`src/rtl/ps2_pkg.sv`:
```
// Shared types and constants for the PS/2 key event receiver.
// Event words pack {ext, brk, code} so the FIFO stores one flat vector per key event.
package ps2_pkg;

  localparam logic [7:0] PS2_EXT_CODE = 8'hE0;
  localparam logic [7:0] PS2_BRK_CODE = 8'hF0;

  typedef enum logic [1:0] {
    ST_IDLE,
    ST_DATA,
    ST_PARITY,
    ST_STOP
  } frame_state_t;

  localparam int EV_W        = 10;
  localparam int EV_CODE_LSB = 0;
  localparam int EV_CODE_W   = 8;
  localparam int EV_BRK_BIT  = 8;
  localparam int EV_EXT_BIT  = 9;

  // Odd parity over data+parity, and the stop bit must be high.
  function automatic logic frame_good(input logic [7:0] data, input logic parity,
                                      input logic stop);
    return (^{data, parity}) & stop;
  endfunction

endpackage

```
`src/rtl/ps2_frame_rx.sv`:
```
// PS/2 line conditioning and 11-bit frame reception with inter-bit timeout.
// byte_valid / frame_err are registered one-cycle pulses; byte_data holds until the next frame.
module ps2_frame_rx
  import ps2_pkg::*;
#(
  parameter int FILTER_LEN     = 8,
  parameter int TIMEOUT_CYCLES = 100000
) (
  input  logic       clk,
  input  logic       rst,
  input  logic       ps2_clk,
  input  logic       ps2_data,
  output logic       byte_valid,
  output logic [7:0] byte_data,
  output logic       frame_err
);

  localparam int FCW = $clog2(FILTER_LEN + 1);
  localparam int TCW = (TIMEOUT_CYCLES > 1) ? $clog2(TIMEOUT_CYCLES) : 1;

  logic           clk_s1, clk_s2, data_s1, data_s2;
  logic [FCW-1:0] filt_cnt;
  logic           clk_f, clk_f_prev;
  logic           fall;
  logic [TCW-1:0] tmo_cnt;
  logic           timeout;

  frame_state_t   state_reg, state_next;
  logic [2:0]     bit_cnt;
  logic [7:0]     shift_reg;
  logic           parity_reg;
  logic           byte_valid_reg, byte_valid_next;
  logic           frame_err_reg, frame_err_next;

  always_ff @(posedge clk or posedge rst) begin
    if (rst) begin
      clk_s1  <= 1'b1;
      clk_s2  <= 1'b1;
      data_s1 <= 1'b1;
      data_s2 <= 1'b1;
    end else begin
      clk_s1  <= ps2_clk;
      clk_s2  <= clk_s1;
      data_s1 <= ps2_data;
      data_s2 <= data_s1;
    end
  end

  // Filtered clock only follows the synced pin after FILTER_LEN consecutive differing samples.
  always_ff @(posedge clk or posedge rst) begin
    if (rst) begin
      filt_cnt   <= '0;
      clk_f      <= 1'b1;
      clk_f_prev <= 1'b1;
    end else begin
      clk_f_prev <= clk_f;
      if (clk_s2 == clk_f) begin
        filt_cnt <= '0;
      end else if (filt_cnt == FCW'(FILTER_LEN - 1)) begin
        clk_f    <= clk_s2;
        filt_cnt <= '0;
      end else begin
        filt_cnt <= filt_cnt + 1'b1;
      end
    end
  end

  assign fall    = clk_f_prev & ~clk_f;
  assign timeout = (state_reg != ST_IDLE) && !fall && (tmo_cnt == TCW'(TIMEOUT_CYCLES - 1));

  always_ff @(posedge clk or posedge rst) begin
    if (rst) begin
      tmo_cnt <= '0;
    end else if (fall || state_reg == ST_IDLE || timeout) begin
      tmo_cnt <= '0;
    end else begin
      tmo_cnt <= tmo_cnt + 1'b1;
    end
  end

  always_ff @(posedge clk or posedge rst) begin
    if (rst) begin
      state_reg <= ST_IDLE;
    end else begin
      state_reg <= state_next;
    end
  end

  always_comb begin
    state_next = state_reg;
    if (timeout) begin
      state_next = ST_IDLE;
    end else if (fall) begin
      case (state_reg)
        ST_IDLE:   if (!data_s2) state_next = ST_DATA;
        ST_DATA:   if (bit_cnt == 3'd7) state_next = ST_PARITY;
        ST_PARITY: state_next = ST_STOP;
        ST_STOP:   state_next = ST_IDLE;
        default:   state_next = ST_IDLE;
      endcase
    end
  end

  always_comb begin
    byte_valid_next = 1'b0;
    frame_err_next  = timeout;
    if (fall && state_reg == ST_STOP) begin
      byte_valid_next = frame_good(shift_reg, parity_reg, data_s2);
      frame_err_next  = !frame_good(shift_reg, parity_reg, data_s2);
    end
  end

  always_ff @(posedge clk or posedge rst) begin
    if (rst) begin
      bit_cnt        <= '0;
      shift_reg      <= '0;
      parity_reg     <= 1'b0;
      byte_valid_reg <= 1'b0;
      frame_err_reg  <= 1'b0;
    end else begin
      byte_valid_reg <= byte_valid_next;
      frame_err_reg  <= frame_err_next;
      if (fall) begin
        case (state_reg)
          ST_IDLE:   bit_cnt <= '0;
          ST_DATA: begin
            shift_reg <= {data_s2, shift_reg[7:1]};
            bit_cnt   <= bit_cnt + 1'b1;
          end
          ST_PARITY: parity_reg <= data_s2;
          default:   ;
        endcase
      end
    end
  end

  assign byte_valid = byte_valid_reg;
  assign byte_data  = shift_reg;
  assign frame_err  = frame_err_reg;

endmodule

```
`src/rtl/ps2_key_event_rx.sv`:
```
// PS/2 keyboard receiver: folds E0/F0 prefixes into key events and queues them in a
// show-ahead FIFO with valid/ready, plus sticky overflow and a saturating error counter.
module ps2_key_event_rx
  import ps2_pkg::*;
#(
  parameter int FILTER_LEN     = 8,
  parameter int TIMEOUT_CYCLES = 100000,
  parameter int FIFO_DEPTH     = 8,
  parameter int ERR_W          = 8
) (
  input  logic             clk,
  input  logic             rst,
  input  logic             ps2_clk,
  input  logic             ps2_data,
  output logic             ev_valid,
  input  logic             ev_ready,
  output logic [7:0]       ev_code,
  output logic             ev_ext,
  output logic             ev_brk,
  output logic             frame_err,
  output logic             overflow,
  output logic [ERR_W-1:0] err_count,
  input  logic             clr
);

  localparam int AW = $clog2(FIFO_DEPTH);

  logic            byte_valid;
  logic [7:0]      byte_data;
  logic            ext_pend, brk_pend;
  logic            ev_push;
  logic [EV_W-1:0] ev_word;

  logic [EV_W-1:0] mem [FIFO_DEPTH];
  logic [AW:0]     wr_ptr, rd_ptr;
  logic            empty, full, pop, wr_en, drop;
  logic [EV_W-1:0] head;
  logic            overflow_reg;
  logic [ERR_W-1:0] err_count_reg;

  ps2_frame_rx #(
    .FILTER_LEN    (FILTER_LEN),
    .TIMEOUT_CYCLES(TIMEOUT_CYCLES)
  ) u_frame_rx (
    .clk       (clk),
    .rst       (rst),
    .ps2_clk   (ps2_clk),
    .ps2_data  (ps2_data),
    .byte_valid(byte_valid),
    .byte_data (byte_data),
    .frame_err (frame_err)
  );

  always_comb begin
    ev_push = byte_valid && (byte_data != PS2_EXT_CODE) && (byte_data != PS2_BRK_CODE);
    ev_word = '0;
    ev_word[EV_CODE_LSB +: EV_CODE_W] = byte_data;
    ev_word[EV_BRK_BIT] = brk_pend;
    ev_word[EV_EXT_BIT] = ext_pend;
  end

  always_ff @(posedge clk or posedge rst) begin
    if (rst) begin
      ext_pend <= 1'b0;
      brk_pend <= 1'b0;
    end else if (frame_err) begin
      ext_pend <= 1'b0;
      brk_pend <= 1'b0;
    end else if (byte_valid) begin
      if (byte_data == PS2_EXT_CODE) begin
        ext_pend <= 1'b1;
      end else if (byte_data == PS2_BRK_CODE) begin
        brk_pend <= 1'b1;
      end else begin
        ext_pend <= 1'b0;
        brk_pend <= 1'b0;
      end
    end
  end

  // The extra pointer MSB tells full from empty when the index bits match.
  assign empty = (wr_ptr == rd_ptr);
  assign full  = (wr_ptr[AW] != rd_ptr[AW]) && (wr_ptr[AW-1:0] == rd_ptr[AW-1:0]);
  assign pop   = !empty && ev_ready;
  assign wr_en = ev_push && (!full || pop);
  assign drop  = ev_push && full && !pop;

  always_ff @(posedge clk) begin
    if (wr_en) begin
      mem[wr_ptr[AW-1:0]] <= ev_word;
    end
  end

  always_ff @(posedge clk or posedge rst) begin
    if (rst) begin
      wr_ptr <= '0;
      rd_ptr <= '0;
    end else begin
      if (wr_en) wr_ptr <= wr_ptr + 1'b1;
      if (pop)   rd_ptr <= rd_ptr + 1'b1;
    end
  end

  assign head     = mem[rd_ptr[AW-1:0]];
  assign ev_valid = !empty;
  assign ev_code  = empty ? 8'h00 : head[EV_CODE_LSB +: EV_CODE_W];
  assign ev_ext   = empty ? 1'b0 : head[EV_EXT_BIT];
  assign ev_brk   = empty ? 1'b0 : head[EV_BRK_BIT];

  always_ff @(posedge clk or posedge rst) begin
    if (rst) begin
      overflow_reg  <= 1'b0;
      err_count_reg <= '0;
    end else if (clr) begin
      overflow_reg  <= 1'b0;
      err_count_reg <= '0;
    end else begin
      if (drop) overflow_reg <= 1'b1;
      if (frame_err && (err_count_reg != {ERR_W{1'b1}})) err_count_reg <= err_count_reg + 1'b1;
    end
  end

  assign overflow  = overflow_reg;
  assign err_count = err_count_reg;

endmodule

```
`config.mk`:
```
export PLATFORM = sky130hd
export DESIGN_NAME = ps2_key_event_rx
export DESIGN_NICKNAME = d
export VERILOG_FILES = /design/src/rtl/ps2_pkg.sv /design/src/rtl/ps2_frame_rx.sv /design/src/rtl/ps2_key_event_rx.sv
export SDC_FILE = /design/constraint.sdc
export NUM_CORES = 1
export LEC_CHECK = 0
export BUFFER_PORTS_ARGS = -buffer_cell sky130_fd_sc_hd__buf_2
export CAP_MARGIN = 20
export CORE_AREA = 2 2 140 156
export DETAILED_ROUTE_END_ITERATION = 16
export DIE_AREA = 0 0 142 158
export PLACE_DENSITY_LB_ADDON = 0.1
export SYNTH_ARGS = -nofsm -noshare
export SYNTH_HDL_FRONTEND = slang
export SYNTH_HIERARCHICAL = 1
export SYNTH_SLANG_ARGS = --single-unit
```
`constraint.sdc`:
```
create_clock -name clk -period 2.43 [get_ports clk]
set_input_delay 0.1215 -clock clk [delete_from_list [all_inputs] [get_ports clk]]
set_output_delay 0.1215 -clock clk [all_outputs]
set_load 0.01 [all_outputs]
```
==> flow_summary.ini, run 1 <==
[run_status]
outcome = complete, no violations

[die]
die_h_um = 158
ioPinCount = 27
dieArea_sq_um = 22400
die_w_um = 142
floorplan.rows = 56
start_util = 0.296
core_region_area_sq_um = 21000

[power_and_ir_drop]
totalPowerFinal_mw = 7.56
ir_drop_v = 0.000502
p_leak_nw = 2.88
powerDensity_nw_per_um2 = 1030

[worst_setup_path]
end_kind = primary output
crit_family = multiplexers
crit_type = reg2out
cp.arrival_ns = 2.15
crit_chain = buf_6 -> mux4_2 -> mux2i_1 -> nor2_1 -> buf_2
slowest_stage = mux4_2
critical_path.max_stage_delay_ns = 0.61
crit_required_ns = 2.31
cp-start-kind = flop
path_buf_inv = 2
cp_max_fo = 23

[synth]
ys_warn_count = 6
synth_seq_area_share = 0.640
syn_nets = 430
syn_avg_cell_area_sq_um = 15.0
synth_top_area_share = 0.388
async_flop_share = 0.437
synth_area_leaders = edfxtp_1, dfrtp_1, mux4_2
synth_flop_cell = edfxtp_1
synth_seq_cells = 142
ys_types = 60
yosys.area.top_type = edfxtp_1
synth_cells = 413
syn_area_sq_um = 6190
synth_edf_count = 80

[routing]
drc = 0
wl_per_cell_um = 17.6
drtIter0Drc = 155
ant_nets = 0
wl_mm = 13.0
vias_per_cell = 4.81
firstDrtPassIters = 4
vias = 3550

[clock_network]
insertion_delay_ns = 0.42
ctsLongestPathBuffers = 2
cts_setup_buffers = 0
cts.sinks = 142
cts_tree = done
numCtsBuffers = 17
clock-root-buffer = clkbuf_16
clk_pin_slew_ns = 0.06
htreeDepth = 4

[finish]
final_cell_count_no_fill = 738
antennaDiodeCount = 0
final_net_count = 481
finish.utilization = 0.351
drive_above_1_share = 0.260
largest_reg_flops = 80
area_growth_pct = 18.8
multiInputGateArea_sq_um = 2120
ff_latch_area_sq_um = 3960
nFillCells = 2021

[hold_path]
hold_path.class = in2reg

[place]
portBuffers = 26
place_congestion = 0.755
dp_hpwl_mm = 8.74
dp.cells = 702

[run]
maxCapViolations = 0

[timing]
rsz0062_at_grt = false
relSlewSlack = 0.299
period_minus_slack_ns = 2.27
setup_viol = 0
tightest_slew_ns = 1.05
slew_viol_final = 0
fin_worst_skew_ns = 0.0105
final.setup.tns_ns = 0
finalCritPeriodShare = 0.934
finalHoldViolCount = 0
hold_slack_ns = 0.0683
fmax_ghz = 0.440

[global_routing]
grt_max_degree = 44
grt_pass1_wl_mm = 21.2
grt-ovfl-total = 0
gr-usage-all-layers = 0.127
first_global_vias = 3811
antenna_found_initial = 0
-- cell families after synthesis --
| kind of cell | Yosys count | synth area share |
|---|---|---|
| AOI/OAI and AO/OA | 39 | 0.0426 |
| xor gates and xnor gates | 34 | 0.0562 |
| adders and majority gates | 11 | 0.0222 |
| buffers and inverters | 25 | 0.0188 |
| DFF | 142 | 0.640 |
| muxes | 42 | 0.111 |
| and+or+nand+nor | 120 | 0.110 |
-- cell usage in the layout (no fill, tap or decap), types with 5 or more instances in the layout --
cell       count
a211oi_1       5
a21oi_1       10
buf_2         26
buf_4         17
clkbuf_16     17
dfrtp_1       56
dfstp_2        6
edfxtp_1      80
ha_1          11
inv_1          7
mux2_2         9
mux2i_1       11
mux4_2        20
nand2_1       15
nand3_1       13
nand4_1        8
nor2_1        41
nor3_1         6
o21ai_0        9
or3_1          5
xnor2_1       14
xor2_1        15
-- power by group --
part / internal [mW] / switching (mW)
clock network: 1.55 / 1.07
registers: 2.79 / 0.179
logic: 0.867 / 1.10
-- final cells by class --
type | instances | area share
clock buffer | 18 | 0.0584
clock inverter | 14 | 0.0235
inverter | 9 | 0.00459
multi-input combinational | 246 | 0.288
sequential | 142 | 0.539
tap | 261 | 0.0444
timing repair buffer | 48 | 0.0420
-- metal layers --
layer,GRT usage,vias to the layer above,part of all wire
met5,0,-,0
met4,0.0486,0,0.016
met3,0.0275,16,0.025
met2,0.228,43,0.53
met1,0.150,1823,0.43
li1,-,1668,-
-- worst register-to-register path: stages, from the launching register on --
cell,delay [ns]
dfrtp_1,0.42
xor2_2,0.29
nor3_4,0.08
buf_4,0.16
a21oi_4,0.23
and4b_1,0.60
-- cell usage after synthesis (2+ instances only) --
cell type,count
buf_1,2
dfrtp_1,56
nand2b_1,2
and4b_1,3
nor2b_1,2
mux2_1,2
o21ai_0,9
a211oi_1,5
nand2_1,15
a21oi_1,10
mux2_2,9
nand3_1,13
nor2_1,41
or3_1,5
and3_1,4
clkbuf_1,3
and4_1,3
xnor3_1,2
buf_2,8
xnor2_1,14
mux4_2,20
dfstp_2,6
a31oi_1,2
mux2i_1,11
xor2_1,15
nor4b_1,2
edfxtp_1,80
ha_1,11
nand4_1,8
xor2_2,3
nor3_1,6
nor4bb_1,5
a32o_1,2
inv_1,8
-- metrics by stage --
stage	area [sq um]	setup WS (ns)
after CTS	7350	0.0770
after global placement	6710	0.274
after floorplan	6200	0.232
final	7350	0.159
after detailed placement	6710	0.248
after global routing	7350	0.0304
-- path summary, 6_finish.rpt --
kind,depth (start not counted),end,slack (ns),startpoint
setup / recovery,5,ev_code[2],0.16,rd_ptr[0]
hold reg to reg,0,u_frame_rx/clk_s2,0.36,u_frame_rx/clk_s1
min in group asynchronous,3,err_count[7],0.40,rst
setup reg to reg,5,mem[5][3],0.28,rd_ptr[0]
max in group asynchronous,3,u_frame_rx/byte_data[4],1.37,rst
hold / removal,3,rd_ptr[0],0.07,ev_ready
-- what timing repair did --
item,CTS,global route
hold buffers,4,0
endpoints found under the setup margin,4,0
resized for setup,1,0
hold endpoints to repair,66,0
Power figures use the tool's default switching activity.
==> run 2: changes to the inputs <==
- CTS_BUF_LIST: default -> sky130_fd_sc_hd__clkbuf_16
==> run 2 against run 1 <==
  * Sequential power about the same
  * Die area is the same
  * Core utilization stayed put
  * Setup slack hardly changed
  * Count of clock-buffer cells in the layout is 1 lower
  * Final cell count unchanged
  * Register-to-register slack about the same
  * Routed wire length about the same
==> flow_summary.ini, run 2 (synthesis results as in run 1) <==
[clock_network]
htreeDepth = 4
clk_pin_slew_ns = 0.06
ctsLongestPathBuffers = 2
cts.sinks = 142
numCtsBuffers = 17
clock-root-buffer = clkbuf_16
insertion_delay_ns = 0.42
cts_tree = done

[place]
dp_hpwl_mm = 8.74
place_congestion = 0.755
portBuffers = 26

[worst_setup_path]
cp-start-kind = flop
end_kind = primary output
cp.arrival_ns = 2.15
crit_required_ns = 2.31
crit_type = reg2out
cp_max_fo = 23

[global_routing]
grt_max_degree = 44
use_met1 = 0.150
first_global_vias = 3811
antenna_found_initial = 0
grt_pass1_wl_mm = 21.2
use_met3 = 0.0275
gr-usage-all-layers = 0.127
grt.busiest_layer = met2
use_met2 = 0.228
grt-ovfl-total = 0

[power_and_ir_drop]
swShare = 0.311
p_int_mw = 5.21
clkPwrFrac = 0.347
comb_power_share = 0.260
p_seq_frac = 0.393
powerDensity_nw_per_um2 = 1030
p_leak_nw = 2.89
ir_drop_v = 0.000502
p_sw_mw = 2.35

[die]
core_region_area_sq_um = 21000
die_h_um = 158
ioPinCount = 27
die_w_um = 142
floorplan.rows = 56
start_util = 0.296
dieArea_sq_um = 22400

[finish]
final_cell_mix = edfxtp_1, dfrtp_1, nor2_1
drive_above_1_share = 0.260
finish.utilization = 0.351
largest_reg_flops = 80
antennaDiodeCount = 0
area_growth_pct = 18.8
nFillCells = 2021
final_common_cell = edfxtp_1
final_net_count = 481

[routing]
vias_per_cell = 4.81
firstDrtPassIters = 4
drc = 0
vias = 3551
drtIter0Drc = 155
wl_mm = 13.0
ant_nets = 0
wl_per_cell_um = 17.6

[timing]
tightest_slew_ns = 1.05
fin_worst_skew_ns = 0.0105
rsz0062_at_grt = false
setup_viol = 0
period_minus_slack_ns = 2.27
fmax_ghz = 0.440
slew_viol_final = 0
final.setup.tns_ns = 0
finalHoldViolCount = 0
finalCritPeriodShare = 0.934
relSlewSlack = 0.299

[run_status]
outcome = complete, no violations

[run]
maxCapViolations = 0

[hold_path]
hold_path.class = in2reg
## run 2: critical path, cell delays in order (launching register included)
cell     delay [ns]
dfrtp_1        0.41
buf_6          0.33
mux4_2         0.61
mux2i_1        0.17
nor2_1         0.06
buf_2          0.14
## run 2: final cells by class
cell class,instances,area (sq um),share of cell area
Inverter,9,33.8,0.00459
Tap cell,261,327,0.0444
Sequential cell,142,3960,0.539
Clock inverter,15,176,0.0240
Timing Repair Buffer,48,309,0.0420
Multi-Input combinational cell,246,2120,0.288
Clock buffer,17,425,0.0579
## run 2: repair_timing
| item | in CTS | in global routing |
|---|---|---|
| resized for setup | 1 | 0 |
| hold buffers | 4 | 0 |
| endpoints found under the setup margin | 4 | 0 |
| setup buffers | 0 | 0 |
| hold endpoints to repair | 66 | 0 |
## run 2: final timing paths
kind / start / end / slack (ns) / cells after the start
setup reg to reg: rd_ptr[0] / mem[5][3] / 0.28 / 5
hold reg to reg: u_frame_rx/clk_s1 / u_frame_rx/clk_s2 / 0.36 / 0
setup / recovery: rd_ptr[0] / ev_code[2] / 0.16 / 5
hold / removal: ev_ready / rd_ptr[0] / 0.07 / 3
min in group asynchronous: rst / err_count[7] / 0.40 / 3
max in group asynchronous: rst / u_frame_rx/byte_data[4] / 1.37 / 3
## run 2: power by group through the flow
stage	Sequential [mW]	Combinational (mW)	Clock, mW
5_1_grt	3.00	2.21	2.80
3_3_place_gp	3.01	1.99	0
6_report	2.97	1.96	2.62
4_1_cts	2.97	2.03	2.70
2_1_floorplan	2.99	1.44	0
3_5_place_dp	3.01	2.01	0
## run 2: metal layers
metal / up-vias / routed length [um]
met5: - / 0
met4: 0 / 202
met3: 16 / 322
met2: 43 / 6920
met1: 1824 / 5560
li1: 1668 / -
## run 2: stage by stage
stage	hold slack, ns	setup slack (ns)	power (mW)	instance area [sq um]	std cells
floorplan	0.0726	0.232	4.43	6200	413
global placement	0.228	0.274	5.01	6710	702
detailed placement	0.228	0.248	5.03	6710	702
CTS	0.0493	0.0770	7.70	7350	738
global route	0.100	0.0304	8.00	7350	738
finish	0.0682	0.159	7.55	7350	738
==> run 3: changes to the inputs <==
- PLACE_DENSITY: default -> 0.44
- PLACE_DENSITY_LB_ADDON: 0.1 -> default
==> run 3 against run 2 <==
  * Die area unchanged
  * First-iteration DRC count decreased by 9.0%
  * Register-to-register slack got worse by 0.02 ns
==> flow_summary.ini, run 3 (synthesis results as in run 1) <==
[run_status]
outcome = complete, no violations

[worst_setup_path]
slowest_stage = mux4_2
end_kind = primary output
r2r_cells = 5
crit_required_ns = 2.31
cp_num_cells = 5
path_buf_inv = 2
crit_chain = buf_6 -> mux4_2 -> mux2i_1 -> nor2_1 -> buf_2
critical_path.max_stage_delay_ns = 0.58
crit_family = multiplexers
crit_type = reg2out
cp_max_fo = 23
cp.arrival_ns = 2.11
cp-start-kind = flop

[routing]
ant_nets = 0
firstDrtPassIters = 4
vias_per_cell = 4.72
drtIter0Drc = 141
wl_per_cell_um = 16.8
vias = 3479
drc = 0
wl_mm = 12.4

[timing]
period_minus_slack_ns = 2.23
setup_viol = 0
relSlewSlack = 0.363
slew_viol_final = 0
fmax_ghz = 0.448
finalCritPeriodShare = 0.918
tightest_slew_ns = 0.953
timing.final.ws_setup_ns = 0.200
rsz0062_at_grt = false
final.setup.tns_ns = 0
fin_worst_skew_ns = 0.00801
finalHoldViolCount = 0

[finish]
nFillCells = 2029
area_growth_pct = 18.5
final_cell_mix = edfxtp_1, dfrtp_1, nor2_1
final_net_count = 480
final_common_cell = edfxtp_1
largest_reg_flops = 80
antennaDiodeCount = 0
drive_above_1_share = 0.254

[power_and_ir_drop]
p_int_mw = 5.27
p_seq_frac = 0.393
swShare = 0.302
p_sw_mw = 2.28
comb_power_share = 0.257
ir_drop_v = 0.000503
clkPwrFrac = 0.349
p_leak_nw = 2.89
powerDensity_nw_per_um2 = 1030

[clock_network]
ctsLongestPathBuffers = 2
cts.sinks = 142
insertion_delay_ns = 0.42
clock-root-buffer = clkbuf_16
htreeDepth = 4
cts_setup_buffers = 0
cts_tree = done
clk_pin_slew_ns = 0.06
numCtsBuffers = 17

[global_routing]
grt.busiest_layer = met2
grt_max_degree = 44
use_met3 = 0.0348
first_global_vias = 3730
grt_pass1_wl_mm = 20.1
use_met1 = 0.142
grt-ovfl-total = 0
antenna_found_initial = 0
gr-usage-all-layers = 0.119
use_met2 = 0.207

[die]
dieArea_sq_um = 22400
floorplan.rows = 56
core_region_area_sq_um = 21000
die_h_um = 158
die_w_um = 142
ioPinCount = 27
start_util = 0.296

[place]
dp_slack_ns = 0.238
portBuffers = 26
place_congestion = 0.755
dp_hpwl_mm = 8.28

[run]
maxCapViolations = 0

[hold_path]
hold_path.class = in2reg
hold_depth = 3
## run 3: worst paths after layout
check / slack (ns) / from / end
min: 0.09 / ev_ready / rd_ptr[0]
min in group asynchronous: 0.42 / rst / wr_ptr[3]
min reg2reg: 0.35 / u_frame_rx/clk_s1 / u_frame_rx/clk_s2
max: 0.20 / rd_ptr[0] / ev_code[6]
max reg2reg: 0.26 / rd_ptr[0] / mem[3][7]
max in group asynchronous: 1.36 / rst / u_frame_rx/byte_data[2]
## run 3: layout make-up
cell class              count  area [sq um]  area share
multi-input cells         246          2120       0.289
clock buffers              17           425      0.0580
flip-flops and latches    142          3960       0.540
clock inverters            15           170      0.0232
inverters                   9          33.8     0.00460
well taps                 261           327      0.0445
repair buffers             47           302      0.0411
## run 3: metal layers
| layer | vias to the layer above | routed length (um) | share of wire |
|---|---|---|---|
| met1 | 1765 | 5460 | 0.44 |
| met3 | 15 | 352 | 0.028 |
| li1 | 1662 | - | - |
| met5 | - | 0 | 0 |
| met2 | 37 | 6420 | 0.52 |
| met4 | 0 | 153 | 0.012 |
## run 3: power by group through the flow
stage / clock network (mW) / registers, mW / logic [mW]
after floorplan: 0 / 2.99 / 1.44
after global placement: 0 / 3.01 / 1.97
after detailed placement: 0 / 3.02 / 1.99
after CTS: 2.71 / 2.97 / 2.00
after global routing: 2.82 / 3.00 / 2.17
final: 2.64 / 2.97 / 1.94
## run 3: worst reg2reg max path, delay by kind of cell, from the launching register on
| family | cells | cell delay [ns] |
|---|---|---|
| AND/OR/NAND/NOR | 2 | 0.68 |
| flip-flops | 1 | 0.42 |
| AO/OA/AOI/OAI | 1 | 0.23 |
| buffers and inverters | 1 | 0.16 |
| XOR/XNOR | 1 | 0.31 |
## run 3: stage by stage
step                       util  power, mW  hold WS (ns)  std cells  area [sq um]
after global placement    0.320       4.98         0.227        701          6700
final                     0.350       7.55        0.0895        737          7340
after floorplan               -       4.43        0.0726        413          6200
after CTS                 0.350       7.68        0.0767        737          7340
after global routing      0.350       7.98         0.107        737          7340
after detailed placement  0.320       5.00         0.228        701          6700
## run 3: repair_timing
action                     4_1_cts  5_1_grt
gates resized for setup          0        1
hold buffers                     4        0
hold endpoints to repair        66        0
setup endpoints to repair        0       10
